$ cat config.mk
export PLATFORM = sky130hd
export DESIGN_NAME = uart_tx
export DESIGN_NICKNAME = d
export VERILOG_FILES = /design/src/rtl/uart_pkg.sv /design/src/rtl/uart_baud_gen.sv /design/src/rtl/uart_tx.sv
export SDC_FILE = /design/constraint.sdc
export NUM_CORES = 1
export LEC_CHECK = 0
export ABC_AREA = 1
export CAP_MARGIN = 20
export CORE_MARGIN = 3
export CORE_UTILIZATION = 59
export DETAILED_ROUTE_END_ITERATION = 16
export PLACE_DENSITY = 0.9
export SETUP_SLACK_MARGIN = 0.5
export SLEW_MARGIN = 0
export SYNTH_ARGS = -nofsm -noshare
export SYNTH_HDL_FRONTEND = slang
export SYNTH_SLANG_ARGS = --single-unit
$ cat constraint.sdc
create_clock -name i_clk -period 2.6 [get_ports i_clk]
set_input_delay 0.26 -clock i_clk [delete_from_list [all_inputs] [get_ports i_clk]]
set_output_delay 0.26 -clock i_clk [all_outputs]
set_load 0.01 [all_outputs]
$ cat src/rtl/uart_pkg.sv
// Shared UART definitions: transmitter state encoding and parity mode codes.
// The receiver uses the same parity codes.
package uart_pkg;

  typedef enum logic [2:0] {
    IDLE,
    START,
    DATA,
    PARITY,
    STOP
  } uart_tx_state_t;

  localparam int PAR_NONE = 0;
  localparam int PAR_ODD  = 1;
  localparam int PAR_EVEN = 2;

endpackage

$ cat src/rtl/uart_baud_gen.sv
// Bit-period counter: counts 0..CLKS_PER_BIT-1 and flags the terminal count.
// i_clear holds the counter at zero so the first bit after a start is full length.
module uart_baud_gen #(
  parameter int CLKS_PER_BIT = 868
) (
  input  logic i_clk,
  input  logic i_reset,
  input  logic i_clear,
  output logic o_tick
);

  localparam int CW = (CLKS_PER_BIT > 1) ? $clog2(CLKS_PER_BIT) : 1;
  localparam logic [CW-1:0] TERM = CW'(CLKS_PER_BIT - 1);

  logic [CW-1:0] cnt;

  always_ff @(posedge i_clk) begin
    if (i_reset || i_clear) begin
      cnt <= '0;
    end else if (cnt == TERM) begin
      cnt <= '0;
    end else begin
      cnt <= cnt + 1'b1;
    end
  end

  assign o_tick = (cnt == TERM) && !i_clear;

endmodule

$ cat src/rtl/uart_tx.sv
// UART transmitter: start bit, DATA_BITS payload LSB-first, optional parity, 1 or 2 stop bits.
// All outputs come straight from registers.
module uart_tx
  import uart_pkg::*;
#(
  parameter int CLKS_PER_BIT = 868,
  parameter int DATA_BITS    = 8,
  parameter int PARITY       = 0,
  parameter int STOP_BITS    = 1
) (
  input  logic       i_clk,
  input  logic       i_reset,
  input  logic       i_tx_start,
  input  logic [7:0] i_tx_data,
  output logic       o_tx_done,
  output logic       o_tx_busy,
  output logic       o_tx_serial
);

  localparam logic [2:0] LAST_IDX  = 3'(DATA_BITS - 1);
  localparam logic [7:0] DATA_MASK = 8'((1 << DATA_BITS) - 1);

  // Handshake: i_tx_start is a request that is honoured only while o_tx_done=1
  // (state IDLE); the accepting edge drops o_tx_done, and strobes seen while busy are dropped.
  uart_tx_state_t state, state_n;
  logic [7:0] shreg, shreg_n;
  logic [2:0] bit_idx, bit_idx_n;
  logic       par_bit, par_bit_n;
  logic       stop_cnt, stop_cnt_n;
  logic       serial_q, serial_n;
  logic       done_q, done_n;
  logic       tick;
  logic [7:0] data_m;

  assign data_m = i_tx_data & DATA_MASK;

  uart_baud_gen #(
    .CLKS_PER_BIT(CLKS_PER_BIT)
  ) u_baud (
    .i_clk  (i_clk),
    .i_reset(i_reset),
    .i_clear(state == IDLE),
    .o_tick (tick)
  );

  always_comb begin
    state_n    = state;
    shreg_n    = shreg;
    bit_idx_n  = bit_idx;
    par_bit_n  = par_bit;
    stop_cnt_n = stop_cnt;
    serial_n   = serial_q;
    done_n     = done_q;
    case (state)
      IDLE: begin
        serial_n = 1'b1;
        done_n   = 1'b1;
        if (i_tx_start) begin
          shreg_n    = data_m;
          par_bit_n  = (PARITY == PAR_ODD) ? ~^data_m : ^data_m;
          bit_idx_n  = '0;
          stop_cnt_n = 1'b0;
          state_n    = START;
          serial_n   = 1'b0;
          done_n     = 1'b0;
        end
      end
      START: begin
        if (tick) begin
          state_n  = DATA;
          serial_n = shreg[0];
        end
      end
      DATA: begin
        if (tick) begin
          if (bit_idx == LAST_IDX) begin
            if (PARITY != PAR_NONE) begin
              state_n  = uart_pkg::PARITY;
              serial_n = par_bit;
            end else begin
              state_n  = STOP;
              serial_n = 1'b1;
            end
          end else begin
            // Line is registered, so the next bit is the one about to reach shreg[0].
            shreg_n   = shreg >> 1;
            serial_n  = shreg[1];
            bit_idx_n = bit_idx + 3'd1;
          end
        end
      end
      uart_pkg::PARITY: begin
        if (tick) begin
          state_n  = STOP;
          serial_n = 1'b1;
        end
      end
      STOP: begin
        serial_n = 1'b1;
        if (tick) begin
          if (STOP_BITS == 2 && !stop_cnt) begin
            stop_cnt_n = 1'b1;
          end else begin
            state_n = IDLE;
            done_n  = 1'b1;
          end
        end
      end
      default: begin
        state_n  = IDLE;
        serial_n = 1'b1;
        done_n   = 1'b1;
      end
    endcase
  end

  always_ff @(posedge i_clk) begin
    if (i_reset) begin
      state    <= IDLE;
      shreg    <= '0;
      bit_idx  <= '0;
      par_bit  <= 1'b0;
      stop_cnt <= 1'b0;
      serial_q <= 1'b1;
      done_q   <= 1'b1;
    end else begin
      state    <= state_n;
      shreg    <= shreg_n;
      bit_idx  <= bit_idx_n;
      par_bit  <= par_bit_n;
      stop_cnt <= stop_cnt_n;
      serial_q <= serial_n;
      done_q   <= done_n;
    end
  end

  assign o_tx_serial = serial_q;
  assign o_tx_done   = done_q;
  assign o_tx_busy   = ~done_q;

endmodule
==> reports/results.txt, run 1 <==
Critical Path Max Stage Delay: 0.38 ns
GR Overflow Total: 0
#FFs+latches synth: 26
Top-count cell post-synth: nand2_1
Port Buffers: 13
Post-Syn Nets: 200
Dpl ws: 0.825 ns
HP Class: register to register
DR iter-0 viols: 57
Fmax: 0.588 GHz
Vias in the first global route: 1163
Htree depth: 1
Largest net degree at the start of global routing: 14
M1 WL: 1210 microns
Reg2reg path depth: 8
Routability-driven placement congestion ratio: 0.914
Crit-path slowest cell: dfxtp_1
Most used cell, CP: nand2_2
IO Count: 14
Critical path depth: 8
Number of synthesis warnings: 0
Critical path class: register to register
Share of layout cells above drive strength 1: 12.7%
Avg Vias per Cell: 5.58
Final worst path period need: 1.70 ns
Initial antenna violation count: 0
Area growth syn-to-layout: 10.9%
Startpoint Class: register
Worst Hold Depth: 1
Area contributors post-synth: dfxtp_1 (39%), nand2_1 (13%), nand3_1 (7.9%), a21oi_1 (6.4%), nand2_2 (3.7%)
Final setup margin: 0.900 ns
Num CTS Buffers: 3
Setup Viol. Count Final: 0
Initial DRT Pass Iterations: 4
Post-synth top cells: nand2_1 (48), dfxtp_1 (26), nand3_1 (21)
Endpoints failing hold: 0
Req. time, crit path: 2.80 ns
WL met2: 1340 microns
Mean Syn Cell Area: 7.18 sq um
Top_reg_cell synth: dfxtp_1
Rows: 16
Die height: 53.6 microns
Pwr Density: 911 nW/um^2
Cells along the critical path: ha_1, inv_1, nor3_2, nand2_2, nand2_2, nand2_2, nand2_1, a21oi_1
CP Capture Type: register
Die Footprint: 2870 sq um
Metal3 WL: 155 microns
Worst rel slew slack: 68.0%
First-pass GRT wire length: 4730 microns
Hold buffer count at cts: 0
Initial core utilization: 65.4%
Setup_tns: 0 ns
Fin crit share: 65.4%
ANT cells: 0
Fin nets: 213
Post_cts resized: 0
Post-detail-place hpwl: 2070 microns
Mapped cell area: 1340 sq um
Slew @ Worst Pin: 0.479 ns
Crit path buffers/inverters: 1
TritonCTS clock tree: done
Unique masters post-synth: 28
Max Cap Violations: 0
Post-synth EDFFs: 0
Reg clk slew, reported paths: 0.13 ns
Die width: 53.6 microns
Leak: 0.000604 uW
Sequential share of the synthesized area: 39.0%
Clk_lat worst skew: 0.31 ns
Outcome: finished, final reports clean
Clock root cell: clkbuf_4
Worst-path maximum fanout: 11
Worst Skew: 0.00371 ns
CTS Buffer Depth: 2
WP data arrival: 1.90 ns
FFs w/ async S/R, synth: 0%
DR vias: 1249
Max Transition Viols Final: 0
Final Routed Wirelength: 2750 microns
CP top delay family: simple AND/OR/NAND/NOR gates
Final core occ: 72.5%
Clock Sink Count: 26
Area leader, netlist: dfxtp_1
Core Box Area: 2040 sq um
Total Routing Usage GR: 22.3%
Peak supply drop: 0.000646 V
Post-Syn Instances: 186
Routed Antenna Nets: 0
DRC: 0
Top sig layer: met4
RSZ-0062 raised after global routing: no
Routed wire length per instance: 12.3 microns
Setup bufs post-CTS: 0
Top cell type's share of synthesized area: 39.0%
## logic make-up after synthesis
| group | count (synthesis) | share of synthesized area (%) |
|---|---|---|
| simple gates | 105 | 38.0 |
| buf+inv | 25 | 9.08 |
| flops | 26 | 39.0 |
| xor+xnor | 1 | 0.656 |
| fa+ha+maj | 3 | 2.81 |
| compound gates | 26 | 10.5 |
## metrics by stage
step | instances | total power (uW) | hold slack [ns] | cell area, sq um
after global placement | 221 | 1160 | 0.435 | 1460
after CTS | 224 | 1350 | 0.469 | 1480
after floorplan | 186 | 1080 | 0.329 | 1340
after detailed placement | 221 | 1190 | 0.447 | 1460
final | 224 | 1350 | 0.464 | 1480
after global routing | 224 | 1450 | 0.492 | 1480
## cells in the final DEF, fill, tap and decap left out
master,synthesis,routed
a211oi_1,2,2
or2_0,1,1
nor2_1,7,7
inv_2,5,5
nand2_1,48,48
clkdlybuf4s50_1,0,13
dfxtp_1,26,26
o21ai_0,2,2
nand4_1,5,5
nand3b_1,1,1
clkbuf_4,0,3
nor3b_1,2,2
inv_6,1,1
o21a_1,2,2
clkinv_1,1,1
nand2_2,8,8
nor2_4,1,1
a21oi_1,17,17
nand3_2,1,1
xnor2_1,1,1
ha_1,3,3
nand3_1,21,21
inv_1,13,13
o21ai_1,3,3
nor2_2,4,4
nor3_2,2,2
nor3_1,4,4
## cell type report
type / count / area [sq um]
timing repair buffer: 13 / 130
tap: 27 / 33.8
inverter: 20 / 80.1
clock buffer: 3 / 22.5
sequential: 26 / 520
fill: 180 / 561
multi-input combinational: 135 / 694
## final timing paths
check | from | end | slack (ns)
worst min register to register | u_baud.cnt[0]$_SDFF_PP0_ | u_baud.cnt[0]$_SDFF_PP0_ | 0.46
worst max-delay path | u_baud.cnt[0]$_SDFF_PP0_ | shreg[4]$_SDFFE_PP0P_ | 0.90
worst max register to register | u_baud.cnt[0]$_SDFF_PP0_ | shreg[4]$_SDFFE_PP0P_ | 0.90
worst min-delay path | u_baud.cnt[0]$_SDFF_PP0_ | u_baud.cnt[0]$_SDFF_PP0_ | 0.46
## layer usage
layer / track usage [%] / vias to the layer above
met3: 2.49 / 5
met2: 38.4 / 39
li1: - / 637
met4: 11.1 / 0
met1: 27.5 / 568
met5: 0 / -
## report_power, final
group | internal [uW] | switching [uW]
Clock | 54.3 | 110
Combinational | 231 | 403
Sequential | 483 | 69.5
## registers in the layout (all words and copies together) (netlist names)
signal,count
bit_idx,3
shreg,8
state,3
u_baud.cnt,10
o_tx_serial,1
o_tx_done,1
(Power assumes the default switching activity.)
==> run 2, diff against run 1 <==
--- a/config.mk
+++ b/config.mk
@@ -8,9 +8,9 @@
 export ABC_AREA = 1
 export CAP_MARGIN = 20
 export CORE_MARGIN = 3
-export CORE_UTILIZATION = 59
+export CORE_UTILIZATION = 49
 export DETAILED_ROUTE_END_ITERATION = 16
-export PLACE_DENSITY = 0.9
+export PLACE_DENSITY = 0.8
 export SETUP_SLACK_MARGIN = 0.5
 export SLEW_MARGIN = 0
 export SYNTH_ARGS = -nofsm -noshare
==> constraint.sdc (replaced) <==
create_clock -name i_clk -period 1.5 [get_ports i_clk]
set_input_delay 0.15 -clock i_clk [delete_from_list [all_inputs] [get_ports i_clk]]
set_output_delay 0.15 -clock i_clk [all_outputs]
set_load 0.01 [all_outputs]
==> reports/results.txt, run 2 (synthesized netlist as in run 1, its figures left out) <==
Final instance area: 2120 sq um
DP Area: 1600 sq um
Clock root cell: clkbuf_4
Total Routing Usage GR: 24.0%
CTS Buffer Depth: 2
DR iter-0 viols: 157
Die height: 58.2 microns
Most used cell, CP: nand2_4
Largest net degree at the start of global routing: 16
IO Count: 14
Endpoints failing hold: 0
RSZ-0062 raised after global routing: yes
Max reg flops: 10
Outcome: finished, final reports clean
Hold slack: 0.370 ns
Share of layout cells above drive strength 1: 49.6%
Htree depth: 1
Peak supply drop: 0.00162 V
Worst rel slew slack: 73.0%
Final Routed Wirelength: 4770 microns
Reg clk slew, reported paths: 0.15 ns
Initial DRT Pass Iterations: 4
Startpoint Class: register
Fin crit share: 98.7%
Routability-driven placement congestion ratio: 1.01
CP top delay family: simple AND/OR/NAND/NOR gates
Avg Vias per Cell: 6.03
Initial core utilization: 52.5%
Req. time, crit path: 1.75 ns
Max Cap Violations: 0
Routed wire length per instance: 18.3 microns
Crit path buffers/inverters: 1
Rows: 18
Setup Viol. Count Final: 0
Die width: 58.2 microns
WP data arrival: 1.73 ns
Core Box Area: 2540 sq um
Final setup margin: 0.0194 ns
Cells along the critical path: nand2_2, nor3_4, nand2_4, buf_6, nand2_4, nand4_1, nand2_1, nor2_1
Area growth syn-to-layout: 58.9%
Top reg by flops: u_baud.cnt
Die Footprint: 3390 sq um
Vias in the first global route: 1387
CP Capture Type: register
Port Buffers: 13
Pwr Density: 1640 nW/um^2
Routed Antenna Nets: 0
Most frequent cells in the layout: nand2_1 (42), buf_4 (19), nand3_1 (12)
Critical path class: register to register
Fin nets: 245
Largest regs: u_baud.cnt: 10 flops, shreg: 8 flops
Crit-path slowest cell: dfxtp_2
Slew @ Worst Pin: 0.402 ns
Max Transition Viols Final: 0
Final worst path period need: 1.48 ns
Initial antenna violation count: 0
Leak: 0.000865 uW
Dpl ws: 0.0795 ns
First-pass GRT wire length: 6250 microns
Worst-path maximum fanout: 4
HP Class: input pin to register
DRC: 0
GR Overflow Total: 0
Post-detail-place hpwl: 2170 microns
Critical Path Max Stage Delay: 0.40 ns
Clock Sink Count: 26
Commonest non-fill, non-tap cell in the layout: nand2_1
Fmax: 0.675 GHz
Num CTS Buffers: 3
ANT cells: 0
DR vias: 1569
Clk_lat worst skew: 0.34 ns
TritonCTS clock tree: done
Worst Skew: 0.0120 ns
run 2: changes by cell type in the layout (fill, tap and decap cells not counted), moves of 4 or more:
| cell | before | now |
|---|---|---|
| a21oi_1 | 17 | 11 |
| a21oi_2 | 0 | 6 |
| buf_4 | 0 | 19 |
| buf_6 | 0 | 11 |
| dfxtp_1 | 26 | 11 |
| dfxtp_2 | 0 | 10 |
| dfxtp_4 | 0 | 5 |
| inv_1 | 13 | 9 |
| nand2_1 | 48 | 42 |
| nand2_4 | 0 | 9 |
| nand3_1 | 21 | 12 |
| nand3_2 | 1 | 6 |
| nand3_4 | 0 | 5 |
| nor2_4 | 1 | 5 |
run 2: area by class of cell:
cell class | instances | area [sq um]
clock buffer | 3 | 22.5
clock inverter | 1 | 30.0
fill | 141 | 422
inverter | 20 | 95.1
multi-input combinational | 136 | 985
sequential | 26 | 552
tap | 30 | 37.5
timing repair buffer | 44 | 402
run 2: what timing repair did:
| item | 4_1_cts | 5_1_grt |
|---|---|---|
| gates cloned | 3 | 0 |
| gates resized for setup | 46 | 38 |
| hold buffers | 0 | 0 |
| setup buffers | 14 | 10 |
| endpoints found under the setup margin | 29 | 28 |
| pin swaps | 9 | 25 |
run 2: power by group:
part | internal [uW] | total, uW | switching [uW]
logic | 804 | 1960 | 1160
clock network | 271 | 495 | 224
registers | 860 | 1020 | 163
total | 1940 | 3480 | 1540
run 2: worst reg2reg max path, stage by stage (launching register included):
cell and delay [ns]:
dfxtp_2 0.40, nand2_2 0.13, nor3_4 0.23, nand2_4 0.12, buf_6 0.14, nand2_4 0.08, nand4_1 0.14, nand2_1 0.10
nor2_1 0.05
run 2: stage by stage:
step                util (%)  TNS, ns  cells  power [uW]
floorplan                  -        0    186        1950
global placement        62.8        0    229        2160
detailed placement      62.8        0    229        2210
CTS                     74.4        0    250        2930
global route            83.4  -0.0718    260        3670
finish                  83.4        0    260        3480
run 2: final timing paths:
| kind | from | endpoint | slack, ns | depth (start not counted) |
|---|---|---|---|---|
| hold reg to reg | shreg[3]$_SDFFE_PP0P_ | shreg[3]$_SDFFE_PP0P_ | 0.48 | 2 |
| setup reg to reg | u_baud.cnt[5]$_SDFF_PP0_ | state[1]$_SDFFE_PP0P_ | 0.02 | 8 |
| hold / removal | i_tx_data[7] | shreg[7]$_SDFFE_PP0P_ | 0.37 | 3 |
| setup / recovery | u_baud.cnt[5]$_SDFF_PP0_ | state[1]$_SDFFE_PP0P_ | 0.02 | 8 |
run 2: per-layer routing:
layer | GRT usage, % | wire, microns | vias up
met2 | 41.5 | 2330 | 116
li1 | - | - | 714
met5 | 0 | 0 | -
met3 | 4.23 | 359 | 31
met1 | 28.4 | 1790 | 708
met4 | 12.3 | 282 | 0
==> run 3, diff against run 2 <==
--- a/config.mk
+++ b/config.mk
@@ -8,9 +8,10 @@
 export ABC_AREA = 1
 export CAP_MARGIN = 20
 export CORE_MARGIN = 3
-export CORE_UTILIZATION = 49
+export CORE_UTILIZATION = 52
+export CTS_BUF_LIST = sky130_fd_sc_hd__clkbuf_2 sky130_fd_sc_hd__clkbuf_4 sky130_fd_sc_hd__clkbuf_8
 export DETAILED_ROUTE_END_ITERATION = 16
-export PLACE_DENSITY = 0.8
+export PLACE_DENSITY = 0.84
 export SETUP_SLACK_MARGIN = 0.5
 export SLEW_MARGIN = 0
 export SYNTH_ARGS = -nofsm -noshare
==> reports/results.txt, run 3 (synthesized netlist as in run 1, its figures left out) <==
Outcome: finished, final reports clean
First-pass GRT wire length: 6790 microns
Fill cells: 115
TritonCTS clock tree: done
Largest net degree at the start of global routing: 16
Setup_tns: 0 ns
Clock root cell: clkbuf_4
Clock Sink Count: 26
Met3 Usage GRT: 4.60%
Num CTS Buffers: 3
Die width: 56.7 microns
Met2 Use GR: 43.7%
Routability-driven placement congestion ratio: 0.911
Initial core utilization: 57.6%
CTS Buffer Depth: 2
Fin cells: 249
Setup Viol. Count Final: 0
Worst Skew: 0.00961 ns
Reg clk slew, reported paths: 0.15 ns
Most frequent cells in the layout: nand2_1 (44), buf_4 (17), a21oi_2 (12), dfxtp_1 (12), nand3_2 (11)
GR Overflow Total: 0
ANT cells: 0
DRC: 0
HP Class: input pin to register
RSZ-0062 raised after global routing: yes
Final Routed Wirelength: 4690 microns
Req. time, crit path: 1.76 ns
Pwr Density: 1700 nW/um^2
Peak supply drop: 0.00129 V
Area of the multi-input gates: 997 sq um
Slew @ Worst Pin: 0.373 ns
Met1 usage: 34.0%
Endpoints failing hold: 0
Routed Antenna Nets: 0
Dpl cells: 227
Core Box Area: 2320 sq um
Top Usage Layer GRT: met2
Port Buffers: 13
IO Count: 14
CP Capture Type: register
Total Routing Usage GR: 26.9%
Fin crit share: 98.7%
Hold slack: 0.380 ns
Die height: 56.7 microns
Area growth syn-to-layout: 52.4%
Final core occ: 87.9%
Avg Vias per Cell: 6.28
Max Transition Viols Final: 0
Routed wire length per instance: 18.8 microns
Top reg by flops: u_baud.cnt
Fmax: 0.676 GHz
Fin nets: 236
Max Cap Violations: 0
Largest regs: u_baud.cnt: 10 flops, shreg: 8 flops
Commonest non-fill, non-tap cell in the layout: nand2_1
Rows: 17
DR iter-0 viols: 147
Die Footprint: 3210 sq um
Clk_lat worst skew: 0.35 ns
Initial antenna violation count: 0
Worst-path maximum fanout: 5
Register area: 548 sq um
Vias in the first global route: 1447
Critical path class: register to register
Share of layout cells above drive strength 1: 50.2%
Startpoint Class: register
Htree depth: 1
Initial DRT Pass Iterations: 5
Max reg flops: 10
DR vias: 1563
Leak: 0.000796 uW
Final worst path period need: 1.48 ns
Worst rel slew slack: 75.0%
WP data arrival: 1.74 ns
Post-detail-place hpwl: 2220 microns
run 3: cell types whose count changed in the layout (fill, tap and decap cells not counted), moves of 3 or more:
cell,previous run,this run
nand2_4,9,6
a21oi_1,11,5
nand3_1,12,9
buf_6,11,7
a21oi_2,6,12
nand3_2,6,11
run 3: repair_timing:
item / in CTS / in global routing
setup buffers: 9 / 7
gates resized for setup: 41 / 39
endpoints found under the setup margin: 29 / 29
pin swaps: 13 / 21
hold buffers: 0 / 0
cloned: 2 / 0
run 3: final timing paths:
path | start | end | slack (ns) | cells past startpoint
setup / recovery | u_baud.cnt[0]$_SDFF_PP0_ | state[1]$_SDFFE_PP0P_ | 0.02 | 9
hold / removal | i_tx_data[7] | shreg[7]$_SDFFE_PP0P_ | 0.38 | 3
setup reg to reg | u_baud.cnt[0]$_SDFF_PP0_ | state[1]$_SDFFE_PP0P_ | 0.02 | 9
hold reg to reg | u_baud.cnt[0]$_SDFF_PP0_ | u_baud.cnt[0]$_SDFF_PP0_ | 0.46 | 1
run 3: critical path, cell delays in order, from the launching register on:
cell	delay, ns
dfxtp_2	0.39
ha_4	0.17
inv_4	0.05
nor3_4	0.16
nand2_4	0.13
buf_4	0.16
nand2_4	0.08
nand4_1	0.12
nand2_1	0.09
nor2_1	0.05
run 3: layout make-up:
cell class	instances	share of cell area, %
Multi-Input combinational cell	136	49.0
Sequential cell	26	26.9
Timing Repair Buffer	35	15.8
Inverter	20	4.05
Tap cell	28	1.72
Clock inverter	1	1.47
Clock buffer	3	1.11
run 3: metrics by stage:
| stage | setup WS, ns | area (sq um) | total power, uW |
|---|---|---|---|
| 6_report | 0.0202 | 2040 | 3460 |
| 5_1_grt | -0.0426 | 2040 | 3620 |
| 4_1_cts | 0.132 | 1840 | 3030 |
| 3_5_place_dp | 0.0417 | 1600 | 2200 |
| 3_3_place_gp | 0.138 | 1600 | 2150 |
| 2_1_floorplan | 0.245 | 1440 | 1950 |
run 3: power breakdown:
part | internal, uW | leakage, uW | switching, uW
Clock | 271 | 0.0000279 | 246
Sequential | 864 | 0.000218 | 170
Combinational | 798 | 0.000550 | 1120
Total | 1930 | 0.000796 | 1530
run 3: per-layer routing:
layer | vias up | wire [microns]
li1 | 688 | -
met1 | 743 | 1830
met2 | 106 | 2220
met3 | 26 | 452
met4 | 0 | 184
met5 | - | 0
